<file path="src/rtl/halt_bcast_pkg.sv">
// ============================================================================
// Module      : halt_bcast_pkg
// Description : Shared FSM state type and tree-sizing helpers for halt_bcast_r.
// Revision    : 1.0 - initial release
// ============================================================================
`default_nettype none

package halt_bcast_pkg;

    typedef enum logic [1:0] {
        IDLE   = 2'd0,
        SETTLE = 2'd1,
        WAIT   = 2'd2
    } state_t;

    function automatic int ceil_div(input int a, input int b);
        return (a + b - 1) / b;
    endfunction

    // Node count of a tree level 'depth' reductions away from the lane level.
    function automatic int level_width(input int width, input int fanout, input int depth);
        int w = width;
        for (int i = 0; i < depth; i++) w = ceil_div(w, fanout);
        return w;
    endfunction

    function automatic int tree_stages(input int width, input int fanout);
        int s = 0;
        int w = width;
        for (int i = 0; i < 32; i++) begin
            if (w > 1) begin
                w = ceil_div(w, fanout);
                s++;
            end
        end
        return (s < 1) ? 1 : s;
    endfunction

    // Sum of level widths for depths d_lo..d_hi inclusive (0 when empty).
    function automatic int width_sum(input int width, input int fanout, input int d_lo, input int d_hi);
        int acc = 0;
        for (int d = d_lo; d <= d_hi; d++) acc += level_width(width, fanout, d);
        return acc;
    endfunction

    function automatic int settle_cycles(input int fo_stages, input int and_stages);
        return fo_stages + and_stages + 1;
    endfunction

endpackage

`default_nettype wire

</file>
<file path="src/rtl/halt_bcast_r_and.sv">
// ============================================================================
// Module      : and_r
// Description : Pipelined AND reduction, <= FANOUT inputs per node, no reset.
// Revision    : 1.0 - initial release
// ============================================================================
`default_nettype none

module and_r
    import halt_bcast_pkg::*;
#(
    parameter int WIDTH  = 24,
    parameter int FANOUT = 6
) (
    input  logic             clk,
    input  logic [WIDTH-1:0] din,
    output logic             dout
);

    localparam int STAGES = tree_stages(WIDTH, FANOUT);
    localparam int TOTAL  = width_sum(WIDTH, FANOUT, 1, STAGES);

    logic [TOTAL-1:0] r_red;
    logic [TOTAL-1:0] w_next;

    // A short last group simply ANDs fewer inputs, which equals padding with 1.
    for (genvar s = 1; s <= STAGES; s++) begin : g_stage
        localparam int N_IN = level_width(WIDTH, FANOUT, s - 1);
        localparam int N    = level_width(WIDTH, FANOUT, s);
        localparam int OFF  = width_sum(WIDTH, FANOUT, 1, s - 1);
        for (genvar j = 0; j < N; j++) begin : g_node
            localparam int LO = j * FANOUT;
            localparam int HI = (LO + FANOUT < N_IN) ? (LO + FANOUT - 1) : (N_IN - 1);
            if (s == 1) begin : g_first
                assign w_next[OFF + j] = &din[HI:LO];
            end else begin : g_inner
                localparam int POFF = width_sum(WIDTH, FANOUT, 1, s - 2);
                assign w_next[OFF + j] = &r_red[POFF + HI : POFF + LO];
            end
        end
    end

    always_ff @(posedge clk) begin
        r_red <= w_next;
    end

    assign dout = r_red[TOTAL-1];

endmodule

`default_nettype wire

</file>
<file path="src/rtl/halt_bcast_r_fanout.sv">
// ============================================================================
// Module      : fanout_r
// Description : Registered broadcast tree; every register drives <= FANOUT loads.
// Revision    : 1.0 - initial release
// ============================================================================
`default_nettype none

module fanout_r
    import halt_bcast_pkg::*;
#(
    parameter int WIDTH  = 24,
    parameter int FANOUT = 6
) (
    input  logic             clk,
    input  logic             sclr,
    input  logic             din,
    output logic [WIDTH-1:0] dout
);

    localparam int STAGES = tree_stages(WIDTH, FANOUT);
    localparam int TOTAL  = width_sum(WIDTH, FANOUT, 0, STAGES - 1);

    // All stages packed into one vector; stage s sits at depth STAGES-s.
    logic [TOTAL-1:0] r_tree;
    logic [TOTAL-1:0] w_next;

    for (genvar s = 1; s <= STAGES; s++) begin : g_stage
        localparam int N   = level_width(WIDTH, FANOUT, STAGES - s);
        localparam int OFF = width_sum(WIDTH, FANOUT, STAGES - s + 1, STAGES - 1);
        for (genvar j = 0; j < N; j++) begin : g_node
            if (s == 1) begin : g_root
                assign w_next[OFF + j] = din;
            end else begin : g_inner
                localparam int POFF = width_sum(WIDTH, FANOUT, STAGES - s + 2, STAGES - 1);
                assign w_next[OFF + j] = r_tree[POFF + j / FANOUT];
            end
        end
    end

    always_ff @(posedge clk) begin
        if (sclr) r_tree <= '0;
        else      r_tree <= w_next;
    end

    assign dout = r_tree[TOTAL-1 -: WIDTH];

endmodule

`default_nettype wire

</file>
<file path="src/rtl/halt_bcast_r.sv">
// ============================================================================
// Module      : halt_bcast_r
// Description : Halt/release broadcaster with pipelined fan-out, ack AND
//               reduction, settle masking and optional timeout.
// Revision    : 1.0 - initial release
// ============================================================================
`default_nettype none

module halt_bcast_r
    import halt_bcast_pkg::*;
#(
    parameter int WIDTH     = 24,
    parameter int FANOUT    = 6,
    parameter int TIMEOUT_W = 16
) (
    input  logic                 clk,
    input  logic                 sclr,
    input  logic                 req_valid,
    output logic                 req_ready,
    input  logic                 req_halt,
    input  logic [TIMEOUT_W-1:0] timeout_cycles,
    output logic [WIDTH-1:0]     lane_halt,
    input  logic [WIDTH-1:0]     lane_ack,
    output logic                 busy,
    output logic                 done,
    output logic                 timed_out
);

    localparam int FO_STAGES  = tree_stages(WIDTH, FANOUT);
    localparam int AND_STAGES = tree_stages(WIDTH, FANOUT);
    localparam int SETTLE_CYC = settle_cycles(FO_STAGES, AND_STAGES);
    localparam int SC_W       = $clog2(SETTLE_CYC);
    localparam logic [SC_W-1:0] SETTLE_LAST = SC_W'(SETTLE_CYC - 1);

    state_t                r_state;
    logic                  r_target;
    logic [TIMEOUT_W-1:0]  r_tmo;
    logic [TIMEOUT_W-1:0]  r_tmo_cnt;
    logic [SC_W-1:0]       r_settle_cnt;
    logic                  r_done;
    logic                  r_timed_out;

    logic [WIDTH-1:0]      w_lane_halt;
    logic [WIDTH-1:0]      w_match;
    logic                  w_all_match;
    logic [TIMEOUT_W-1:0]  w_tmo_next;
    logic                  w_tmo_hit;

    fanout_r #(
        .WIDTH  (WIDTH),
        .FANOUT (FANOUT)
    ) u_fanout (
        .clk  (clk),
        .sclr (sclr),
        .din  (r_target),
        .dout (w_lane_halt)
    );

    // Each lane copy of the target equals r_target once the fan-out has settled,
    // so comparing against it keeps the target register's load count bounded.
    assign w_match = ~(lane_ack ^ w_lane_halt);

    and_r #(
        .WIDTH  (WIDTH),
        .FANOUT (FANOUT)
    ) u_and (
        .clk  (clk),
        .din  (w_match),
        .dout (w_all_match)
    );

    assign w_tmo_next = (&r_tmo_cnt) ? r_tmo_cnt : (r_tmo_cnt + TIMEOUT_W'(1));
    assign w_tmo_hit  = (r_tmo != '0) && (w_tmo_next == r_tmo);

    always_ff @(posedge clk) begin
        if (sclr) begin
            r_state      <= IDLE;
            r_target     <= 1'b0;
            r_tmo        <= '0;
            r_tmo_cnt    <= '0;
            r_settle_cnt <= '0;
            r_done       <= 1'b0;
            r_timed_out  <= 1'b0;
        end else begin
            r_done      <= 1'b0;
            r_timed_out <= 1'b0;
            case (r_state)
                IDLE: begin
                    if (req_valid) begin
                        r_target     <= req_halt;
                        r_tmo        <= timeout_cycles;
                        r_tmo_cnt    <= '0;
                        r_settle_cnt <= '0;
                        r_state      <= SETTLE;
                    end
                end
                SETTLE: begin
                    r_tmo_cnt <= w_tmo_next;
                    if (w_tmo_hit) begin
                        r_timed_out <= 1'b1;
                        r_state     <= IDLE;
                    end else if (r_settle_cnt == SETTLE_LAST) begin
                        r_state <= WAIT;
                    end else begin
                        r_settle_cnt <= r_settle_cnt + SC_W'(1);
                    end
                end
                WAIT: begin
                    r_tmo_cnt <= w_tmo_next;
                    // Match takes priority over a timeout expiring on the same edge.
                    if (w_all_match) begin
                        r_done  <= 1'b1;
                        r_state <= IDLE;
                    end else if (w_tmo_hit) begin
                        r_timed_out <= 1'b1;
                        r_state     <= IDLE;
                    end
                end
                default: r_state <= IDLE;
            endcase
        end
    end

    assign req_ready = (r_state == IDLE) && !sclr;
    assign busy      = (r_state != IDLE);
    assign done      = r_done;
    assign timed_out = r_timed_out;
    assign lane_halt = w_lane_halt;

endmodule

`default_nettype wire
</file>
<file path="config.mk">
export PLATFORM = sky130hd
export DESIGN_NAME = halt_bcast_r
export DESIGN_NICKNAME = d
export VERILOG_FILES = /design/src/rtl/halt_bcast_pkg.sv /design/src/rtl/halt_bcast_r_and.sv /design/src/rtl/halt_bcast_r_fanout.sv /design/src/rtl/halt_bcast_r.sv
export SDC_FILE = /design/constraint.sdc
export NUM_CORES = 1
export LEC_CHECK = 0
export ABC_AREA = 0
export CORE_AREA = 5 5 65 91
export DETAILED_ROUTE_END_ITERATION = 8
export DIE_AREA = 0 0 70 96
export DONT_BUFFER_PORTS = 1
export PLACE_DENSITY = 0.8
export SETUP_SLACK_MARGIN = 0.1
export SYNTH_ARGS = -nofsm -noshare
export SYNTH_HDL_FRONTEND = slang
export SYNTH_SLANG_ARGS = --single-unit
</file>
<file path="constraint.sdc">
create_clock -name clk -period 6.6 [get_ports clk]
set_input_delay 1.98 -clock clk [delete_from_list [all_inputs] [get_ports clk]]
set_output_delay 1.98 -clock clk [all_outputs]
set_load 0.02 [all_outputs]
</file>
==> results.json, run 1 <==
{
  "reg2reg_depth": 10,
  "yosysUniqueCellTypes": 56,
  "critPathKind": "primary input to output pin",
  "grt_max_degree": 46,
  "first_global_vias": 2692,
  "p_per_area_mw_per_mm2": 305.9,
  "vias_per_cell": 6.455,
  "cts_tree": "built",
  "cp_num_buf_inv": 0,
  "holdBufCountCts": 0,
  "r2r_end": "r_settle_cnt[2]",
  "grt_pass1_wl_um": 12470,
  "hold_viol": 0,
  "die_h_um": 96,
  "r2r-start": "r_tmo_cnt[0]",
  "start_kind": "primary input",
  "seq_area_frac_synth_pct": 29.81,
  "syn_area_mm2": 0.003157,
  "crit_chain": "nor2_1",
  "critPathMaxFanout": 45,
  "wl_um": 7348,
  "worstSetupEndpoint": "req_ready",
  "rrSetupSlack_ps": 2820,
  "cts_buffers": 5,
  "diodes": 0,
  "rsz0062_at_grt": "no",
  "core_region_area_mm2": 0.005042,
  "fin_crit_sh_pct": 64.38,
  "synth_top_area_share_pct": 29.81,
  "worst_hold_path_type": "flip-flop to flip-flop",
  "cts.path.max_buffers": 2,
  "path_delay_family": "simple AND/OR/NAND/NOR gates",
  "num_rows": 31,
  "root_buffer": "clkbuf_8",
  "period_minus_slack_ps": 4249,
  "ys_warn_count": 0,
  "p_total_uw": 939.5,
  "setup_violations": 0,
  "grt.total_usage_pct": 22.71,
  "areaGrowthSynthToFinish_pct": -2.695,
  "vias": 2866,
  "skew_ps": 12.83,
  "die_w_um": 70,
  "hpwlAfterDp_um": 5356,
  "synth_area_leaders": "dfxtp_1, nand2_1, buf_4",
  "clock.fmax_ghz": 0.2353,
  "pin_count": 72,
  "port_buffers": 0,
  "p_leak_nw": 0.9927,
  "gp_congestion": 0.9449,
  "setup.worst_path.end_class": "output pin",
  "gr-total-overflow": 0,
  "ys.flop_type": "dfxtp_1",
  "cp_slowest_cell": "nor2_1",
  "relSlewSlack_pct": 13.71,
  "drc_errors": 0,
  "cts_setup_buffers": 0,
  "utilization_pct": 60.92,
  "dp_cells": 436,
  "setup_tns_ps": 0,
  "status": "finished clean",
  "finalNonFillerCells": 444,
  "wl_per_cell_um": 16.55,
  "drtIter0Drc": 252,
  "die-area_mm2": 0.006720,
  "crit_cells": 1,
  "critPathArrivalTime_ps": 2270,
  "cap_viol_max_count": 0,
  "syn_inst": 418,
  "htree_levels": 2,
  "whs_path_depth": 2,
  "ant_nets": 0,
  "crit_start": "sclr",
  "synth_edf_count": 0,
  "yosys_register_bits": 47,
  "vdd_ir_drop_max_mv": 0.4008,
  "avgSynthCellArea_um2": 7.552,
  "nNetsFinal": 427,
  "start_util_pct": 62.61,
  "drive_above_1_share_pct": 6.878,
  "maxSlewViolCount": 0,
  "clkLatencyLatePin_ps": 310,
  "clock_sinks": 47,
  "tightest_slew_ps": 1294,
  "yosys.area.top_type": "dfxtp_1",
  "cp.required_ps": 4620,
  "dr.pass1.iters": 4,
  "syn-num-nets": 468,
  "slowest_delay_ps": 290,
  "antenna_found_initial": 0,
  "path_clk_slew_ps": 80,
  "postSynth.asyncResetShare_pct": 0,
  "post_cts_resized": 0
}
-- through the flow --
step / hold slack, ps / cell area, um2 / worst slack (ps)
global placement: 417.6 / 2959 / 2342
global route: 456.0 / 3072 / 2343
floorplan: 410.0 / 3157 / 1944
detailed placement: 429.0 / 2959 / 2344
CTS: 440.6 / 3072 / 2344
finish: 436.0 / 3072 / 2351
-- worst register-to-register path, delay by kind of cell, from the launching register on --
kind | cells | cell delay, ps
fa+ha+maj | 1 | 310
compound gates | 1 | 330
buf+inv | 1 | 270
simple gates | 7 | 2250
flops | 1 | 540
-- synthesized netlist by cell type, types with 2 or more instances --
master / n
or3_1: 4
or4_1: 3
xor2_1: 6
dfxtp_1: 47
o2111ai_1: 2
nor3_1: 16
nand2_1: 61
a311oi_1: 2
nand4_1: 8
nor2b_1: 7
nor4_1: 17
o21ai_0: 21
nor4bb_1: 2
clkbuf_1: 15
nand2b_1: 2
and3_1: 3
xnor2_1: 15
and2_1: 5
a31oi_1: 6
a21oi_1: 40
a2111oi_2: 2
buf_4: 27
nand3_1: 12
nand4b_1: 2
nand3b_1: 2
nand3_2: 2
nand4_2: 3
o211ai_1: 2
inv_1: 12
nor2_1: 29
mux2i_1: 3
buf_2: 7
and4_1: 3
a211oi_1: 3
ha_1: 6
-- power by group --
group | internal (mW) | leakage (nW) | total [mW] | switching [mW]
registers | 0.313 | 0.383 | 0.355 | 0.0413
logic | 0.131 | 0.552 | 0.370 | 0.239
clock network | 0.113 | 0.0581 | 0.215 | 0.102
-- worst min-delay path by stage --
stage	startpoint	endpoint	slack (ps)
6_report	u_and.r_red[4]	done	440
5_1_grt	u_fanout.r_tree[3]	u_fanout.r_tree[21]	460
4_1_cts	u_and.r_red[4]	done	440
3_5_place_dp	u_fanout.r_tree[3]	u_fanout.r_tree[21]	430
3_3_place_gp	u_fanout.r_tree[3]	u_fanout.r_tree[21]	420
2_1_floorplan	u_and.r_red[4]	done	410
-- flip-flops by register name (all words and copies together), names as in the netlist --
register / count
r_tmo: 16
r_tmo_cnt: 16
u_and.r_red: 5
r_settle_cnt: 3
r_state: 2
u_fanout.r_tree: 2
done: 1
r_target: 1
timed_out: 1
-- layout by cell type, fill, tap and decap left out, types with 3 or more instances in the layout --
cell / count
nand3_1: 12
and4_1: 3
mux2i_1: 3
nand4_1: 8
dfxtp_1: 46
or4_1: 3
xor2_1: 6
nand4_2: 3
or3_1: 4
o21ai_0: 21
and3_1: 3
a211oi_1: 3
nor2_1: 29
a31oi_1: 6
nor4_1: 17
clkbuf_8: 5
a21oi_1: 40
inv_1: 12
nor2b_1: 7
nand2_1: 61
ha_1: 6
nor3_1: 16
xnor2_1: 15
and2_1: 5
-- routing by layer --
layer | up-vias | track usage [%] | routed length [um]
li1 | 1393 | - | -
met1 | 1368 | 25.14 | 2887
met2 | 87 | 42.90 | 3943
met3 | 18 | 3.657 | 340
met4 | 0 | 9.425 | 176
met5 | - | 0 | 0
-- cell type report --
cell class	count	area, um2
clock inverter	3	43.79
multi-input combinational	309	1872
sequential	47	944.7
inverter	12	45.04
clock buffer	5	68.82
timing repair buffer	2	15.01
tap	66	82.58
fill	464	1971
-- cells by family after synthesis --
kind of cell	count (synthesis)	share of synthesized area, %
XOR/XNOR	21	5.827
AND/OR/NAND/NOR	186	31.27
multiplexers	4	1.308
buffers and inverters	62	10.90
AO/OA/AOI/OAI	92	18.51
flip-flops	47	29.81
adder cells (fa/ha/maj)	6	2.378
Power figures use the tool's default switching activity.
==> run 2, diff against run 1 <==
--- a/config.mk
+++ b/config.mk
@@ -6,11 +6,11 @@
 export NUM_CORES = 1
 export LEC_CHECK = 0
 export ABC_AREA = 0
-export CORE_AREA = 5 5 65 91
+export CORE_AREA = 5 5 66 92
 export DETAILED_ROUTE_END_ITERATION = 8
-export DIE_AREA = 0 0 70 96
+export DIE_AREA = 0 0 71 97
 export DONT_BUFFER_PORTS = 1
-export PLACE_DENSITY = 0.8
+export PLACE_DENSITY = 0.78
 export SETUP_SLACK_MARGIN = 0.1
 export SYNTH_ARGS = -nofsm -noshare
 export SYNTH_HDL_FRONTEND = slang
==> constraint.sdc (replaced) <==
create_clock -name clk -period 4.35 [get_ports clk]
set_input_delay 1.305 -clock clk [delete_from_list [all_inputs] [get_ports clk]]
set_output_delay 1.305 -clock clk [all_outputs]
set_load 0.02 [all_outputs]
==> results.json, run 2 (synthesis results as in run 1) <==
{
  "finalNonFillerCells": 446,
  "setup.worst_path.end_class": "flip-flop",
  "post-place-ws_ps": 1050,
  "cp.required_ps": 4560,
  "p_total_mw": 1.400,
  "tightest_slew_ps": 837.0,
  "antenna_found_initial": 0,
  "seqPwrFrac_pct": 38.1,
  "holdBufCountCts": 0,
  "cts_buffers": 5,
  "root_buffer": "clkbuf_8",
  "status": "finished clean",
  "hpwlAfterDp_um": 5554,
  "areaGrowthSynthToFinish_pct": -2.735,
  "crit_start": "r_tmo_cnt[0]",
  "start_kind": "flip-flop",
  "maxSlewViolCount": 0,
  "die_h_um": 97,
  "path_clk_slew_ps": 100,
  "whs_ps": 438.3,
  "port_buffers": 0,
  "dpl_cell_area_mm2": 0.002974,
  "critPathArrivalTime_ps": 3530,
  "routed.top_layer": "met4",
  "vias_per_cell": 6.397,
  "gr-total-overflow": 0,
  "setup_tns_ps": 0,
  "clock.fmax_ghz": 0.3009,
  "vdd_ir_drop_max_mv": 0.4885,
  "pwr-share-clk_pct": 20.7,
  "die_w_um": 71,
  "cts.path.max_buffers": 2,
  "routed-wl-met2_um": 3746,
  "diodes": 0,
  "critPathMaxFanout": 11,
  "dr.pass1.iters": 6,
  "p_per_area_mw_per_mm2": 455.9,
  "r2r-start": "r_tmo_cnt[0]",
  "nNetsFinal": 429,
  "pwr-share-comb_pct": 41.2,
  "stdcell_area_mm2": 0.003070,
  "p_int_uw": 800.7,
  "rrSetupSlack_ps": 1030,
  "relSlewSlack_pct": 44.20,
  "layout_commonest_cell": "nand2_1",
  "worst_hold_path_type": "flip-flop to flip-flop",
  "r2r_end": "r_settle_cnt[2]",
  "gp_congestion": 0.9519,
  "wl_um": 7385,
  "period_minus_slack_ps": 3323,
  "ant_nets": 0,
  "rsz0062_at_grt": "no",
  "p_leak_nw": 0.9914,
  "multi_input_area_mm2": 0.001872,
  "met1_length_um": 2934,
  "cap_viol_max_count": 0,
  "setup_violations": 0,
  "seqCellArea_um2": 944.7,
  "grt.total_usage_pct": 20.86,
  "wl_met3_um": 455,
  "worstSetupEndpoint": "r_settle_cnt[2]",
  "post_cts_resized": 0,
  "grt_pass1_wl_um": 11920,
  "wl_per_cell_um": 16.56,
  "reg_top3": "r_tmo (16), r_tmo_cnt (16), u_and.r_red (5)",
  "skew_ps": 5.511,
  "start_util_pct": 61.66,
  "reg2reg_depth": 8,
  "whs_path_depth": 2,
  "cts_setup_buffers": 0,
  "drive_above_1_share_pct": 7.368,
  "hold_viol": 0,
  "setup_slack_ps": 1027,
  "drtIter0Drc": 287,
  "dp_cells": 438,
  "cts_tree": "built",
  "num_rows": 31,
  "fin_crit_sh_pct": 76.39,
  "pin_count": 72,
  "first_global_vias": 2722,
  "critPathKind": "flip-flop to flip-flop",
  "switchingPower_uw": 599.2,
  "vias": 2853,
  "drc_errors": 0,
  "n_fill_cell": 488,
  "clkLatencyLatePin_ps": 310,
  "layout_common_cells": "nand2_1, dfxtp_1, a21oi_1",
  "core_region_area_mm2": 0.005120,
  "grt_max_degree": 46,
  "die-area_mm2": 0.006887,
  "utilization_pct": 59.97,
  "p_sw_share_pct": 42.80,
  "clock_sinks": 47,
  "htree_levels": 2
}
==> run 2: cell types whose count changed in the layout (fill, tap and decap cells not counted), sizes merged <==
cell	delta
clkinvlp	+1
buf	+2
clkinv	-2
bufinv	-1
inv	+2
==> run 2: final cells by class <==
type | instances | share of cell area (%)
clock inverter | 3 | 0.8965
timing repair buffer | 4 | 0.9780
inverter | 12 | 1.467
sequential | 47 | 30.77
multi-input combinational | 309 | 60.96
clock buffer | 5 | 2.241
tap | 66 | 2.689
==> run 2: how the worst min path moves through the flow <==
| stage | end | startpoint | slack [ps] |
|---|---|---|---|
| 3_5_place_dp | done | u_and.r_red[4] | 430 |
| 3_3_place_gp | u_fanout.r_tree[21] | u_fanout.r_tree[3] | 420 |
| 6_report | done | u_and.r_red[4] | 440 |
| 2_1_floorplan | done | u_and.r_red[4] | 410 |
| 4_1_cts | done | u_and.r_red[4] | 440 |
| 5_1_grt | done | u_and.r_red[4] | 460 |
==> run 2: layer usage <==
layer	vias up	track usage [%]
li1	1393	-
met1	1329	23.49
met2	110	36.10
met3	21	4.668
met4	0	10.42
met5	-	0
==> run 2: worst max-delay path, cell delays in order, from the launching register on <==
cell,delay [ps]
dfxtp_1,490
ha_1,280
nand3_1,330
or4_1,680
a2111oi_2,450
nand4_1,190
nor4_4,390
nor2_2,80
a2111oi_2,330
==> run 2: power groups by stage <==
stage               Sequential (mW)  Clock [mW]  Combinational (mW)
global route                  0.541       0.311               0.647
detailed placement            0.543           0               0.571
finish                        0.534       0.289               0.577
floorplan                     0.518           0               0.493
CTS                           0.532       0.296               0.576
global placement              0.541           0               0.571
==> run 3, diff against run 2 <==
--- a/config.mk
+++ b/config.mk
@@ -6,11 +6,11 @@
 export NUM_CORES = 1
 export LEC_CHECK = 0
 export ABC_AREA = 0
-export CORE_AREA = 5 5 66 92
+export CORE_AREA = 5 5 69 96
 export DETAILED_ROUTE_END_ITERATION = 8
-export DIE_AREA = 0 0 71 97
+export DIE_AREA = 0 0 74 101
 export DONT_BUFFER_PORTS = 1
-export PLACE_DENSITY = 0.78
+export PLACE_DENSITY = 0.75
 export SETUP_SLACK_MARGIN = 0.1
 export SYNTH_ARGS = -nofsm -noshare
 export SYNTH_HDL_FRONTEND = slang
==> constraint.sdc (replaced) <==
create_clock -name clk -period 2.9 [get_ports clk]
set_input_delay 0.87 -clock clk [delete_from_list [all_inputs] [get_ports clk]]
set_output_delay 0.87 -clock clk [all_outputs]
set_load 0.02 [all_outputs]
==> results.json, run 3 (synthesis results as in run 1) <==
{
  "clkLatencyLatePin_ps": 310,
  "status": "finished clean",
  "areaGrowthSynthToFinish_pct": 14.07,
  "rsz0062_at_grt": "yes",
  "r2r_end": "r_settle_cnt[0]",
  "whs_endpoint": "u_fanout.r_tree[21]",
  "hpwlAfterDp_um": 6065,
  "vias": 3147,
  "path_clk_slew_ps": 90,
  "vias_per_cell": 6.462,
  "cp_slowest_cell": "or4_4",
  "cts_tree": "built",
  "relSlewSlack_pct": 54.43,
  "tightest_slew_ps": 683.5,
  "rrSetupSlack_ps": 8,
  "drtIter0Drc": 192,
  "start_kind": "flip-flop",
  "clock.fmax_ghz": 0.3457,
  "reg_top3": "r_tmo (16), r_tmo_cnt (16), u_and.r_red (5)",
  "root_buffer": "clkbuf_8",
  "hp-start": "u_fanout.r_tree[3]",
  "ant_nets": 0,
  "clock_sinks": 47,
  "holdBufCountCts": 0,
  "port_buffers": 0,
  "pin_count": 72,
  "reg2reg_depth": 8,
  "cap_viol_max_count": 0,
  "num_rows": 33,
  "dr.pass1.iters": 5,
  "critPathMaxFanout": 4,
  "grt.total_usage_pct": 22.65,
  "r2r-start": "r_tmo_cnt[9]",
  "wl_met3_um": 655,
  "drc_errors": 0,
  "fin_crit_sh_pct": 99.74,
  "crit_chain": "nand3_4 > or4_4 > or3_4 > a221oi_1 > nand3_1 > and4bb_2 > o21ai_0 > a311oi_1",
  "start_util_pct": 55.00,
  "period_minus_slack_ps": 2892,
  "diodes": 0,
  "antenna_found_initial": 0,
  "n_fill_cell": 481,
  "nNetsFinal": 466,
  "first_global_vias": 3014,
  "whs_path_depth": 1,
  "cts_buffers": 5,
  "cp_num_buf_inv": 0,
  "grt_max_degree": 46,
  "die_w_um": 74,
  "grt_pass1_wl_um": 13400,
  "cp.required_ps": 3120,
  "p_leak_nw": 1.257,
  "cts.path.max_buffers": 2,
  "layout_common_cells": "nand2_1, a21oi_1, buf_4",
  "vdd_ir_drop_max_mv": 0.5654,
  "met1_length_um": 3174,
  "setup.worst_path.end_class": "flip-flop",
  "gp_congestion": 0.9500,
  "path_delay_family": "simple AND/OR/NAND/NOR gates",
  "htree_levels": 2,
  "gr-total-overflow": 0,
  "critPathKind": "flip-flop to flip-flop",
  "wl_um": 8790,
  "maxSlewViolCount": 0,
  "worst_hold_path_type": "flip-flop to flip-flop",
  "utilization_pct": 62.74,
  "layout_commonest_cell": "nand2_1",
  "wl_per_cell_um": 18.05,
  "routed.top_layer": "met4",
  "hold_viol": 0,
  "critPathArrivalTime_ps": 3110,
  "skew_ps": 5.916,
  "die-area_mm2": 0.007474,
  "setup_tns_ps": 0,
  "setup_violations": 0,
  "slowest_delay_ps": 540,
  "die_h_um": 101,
  "routed-wl-met2_um": 4584,
  "drive_above_1_share_pct": 23.50,
  "core_region_area_mm2": 0.005739,
  "p_per_area_mw_per_mm2": 627.9
}
run 3: cell count changes in the layout (fill, tap and decap cells not counted), moves of 3 or more:
cell | before | now
buf_4 | 4 | 37
dfxtp_1 | 46 | 33
dfxtp_2 | 0 | 8
nor4_1 | 17 | 10
dfxtp_4 | 1 | 6
nor4_4 | 1 | 5
nor4_2 | 0 | 3
run 3: final cells by class:
cell class / count / area, um2 / share of cell area [%]
clock inverter: 3 / 43.79 / 1.216
multi-input combinational: 309 / 2051 / 56.95
clock buffer: 5 / 68.82 / 1.911
tap: 70 / 87.58 / 2.432
inverter: 12 / 45.04 / 1.251
timing repair buffer: 41 / 331.6 / 9.208
sequential: 47 / 973.4 / 27.03
run 3: where the power goes:
group	internal [mW]	total (mW)	switching (mW)
registers	0.714	0.797	0.0828
logic	0.355	0.970	0.616
clock network	0.257	0.494	0.237
run 3: repair_timing:
| item | in CTS | in global routing |
|---|---|---|
| resized for setup | 9 | 40 |
| buffers inserted | 0 | 4 |
| pin swaps | 1 | 13 |
| endpoints found under the setup margin | 3 | 5 |
| endpoints found under the hold margin | 0 | 0 |
| gates cloned | 0 | 1 |
run 3: worst max path at each step:
stage                   from  slack (ps)  cells after the start               to
4_1_cts         r_tmo_cnt[0]          80                     12       r_state[0]
5_1_grt        r_tmo_cnt[12]         -70                      9  r_settle_cnt[0]
3_5_place_dp    r_tmo_cnt[0]         -50                     12       r_state[0]
6_report        r_tmo_cnt[9]           8                      8  r_settle_cnt[0]
2_1_floorplan   r_tmo_cnt[1]         200                     11  r_settle_cnt[2]
3_3_place_gp   r_tmo_cnt[10]          50                      9  r_settle_cnt[2]
run 3: routing by layer:
layer,vias up,track usage (%)
met5,-,0
met4,0,11.30
met3,37,3.892
met2,150,41.19
met1,1486,24.40
li1,1474,-
run 3: through the flow:
step / hold slack [ps] / cells / total power [mW] / area (um2) / worst slack [ps]
after floorplan: 410.0 / 418 / 1.516 / 3157 / 195.6
after global placement: 422.3 / 474 / 1.684 / 3232 / 50.63
after detailed placement: 432.3 / 474 / 1.706 / 3232 / -50.68
after CTS: 446.5 / 482 / 2.193 / 3385 / 78.59
after global routing: 454.6 / 487 / 2.388 / 3601 / -74.13
final: 442.8 / 487 / 2.261 / 3601 / 7.673
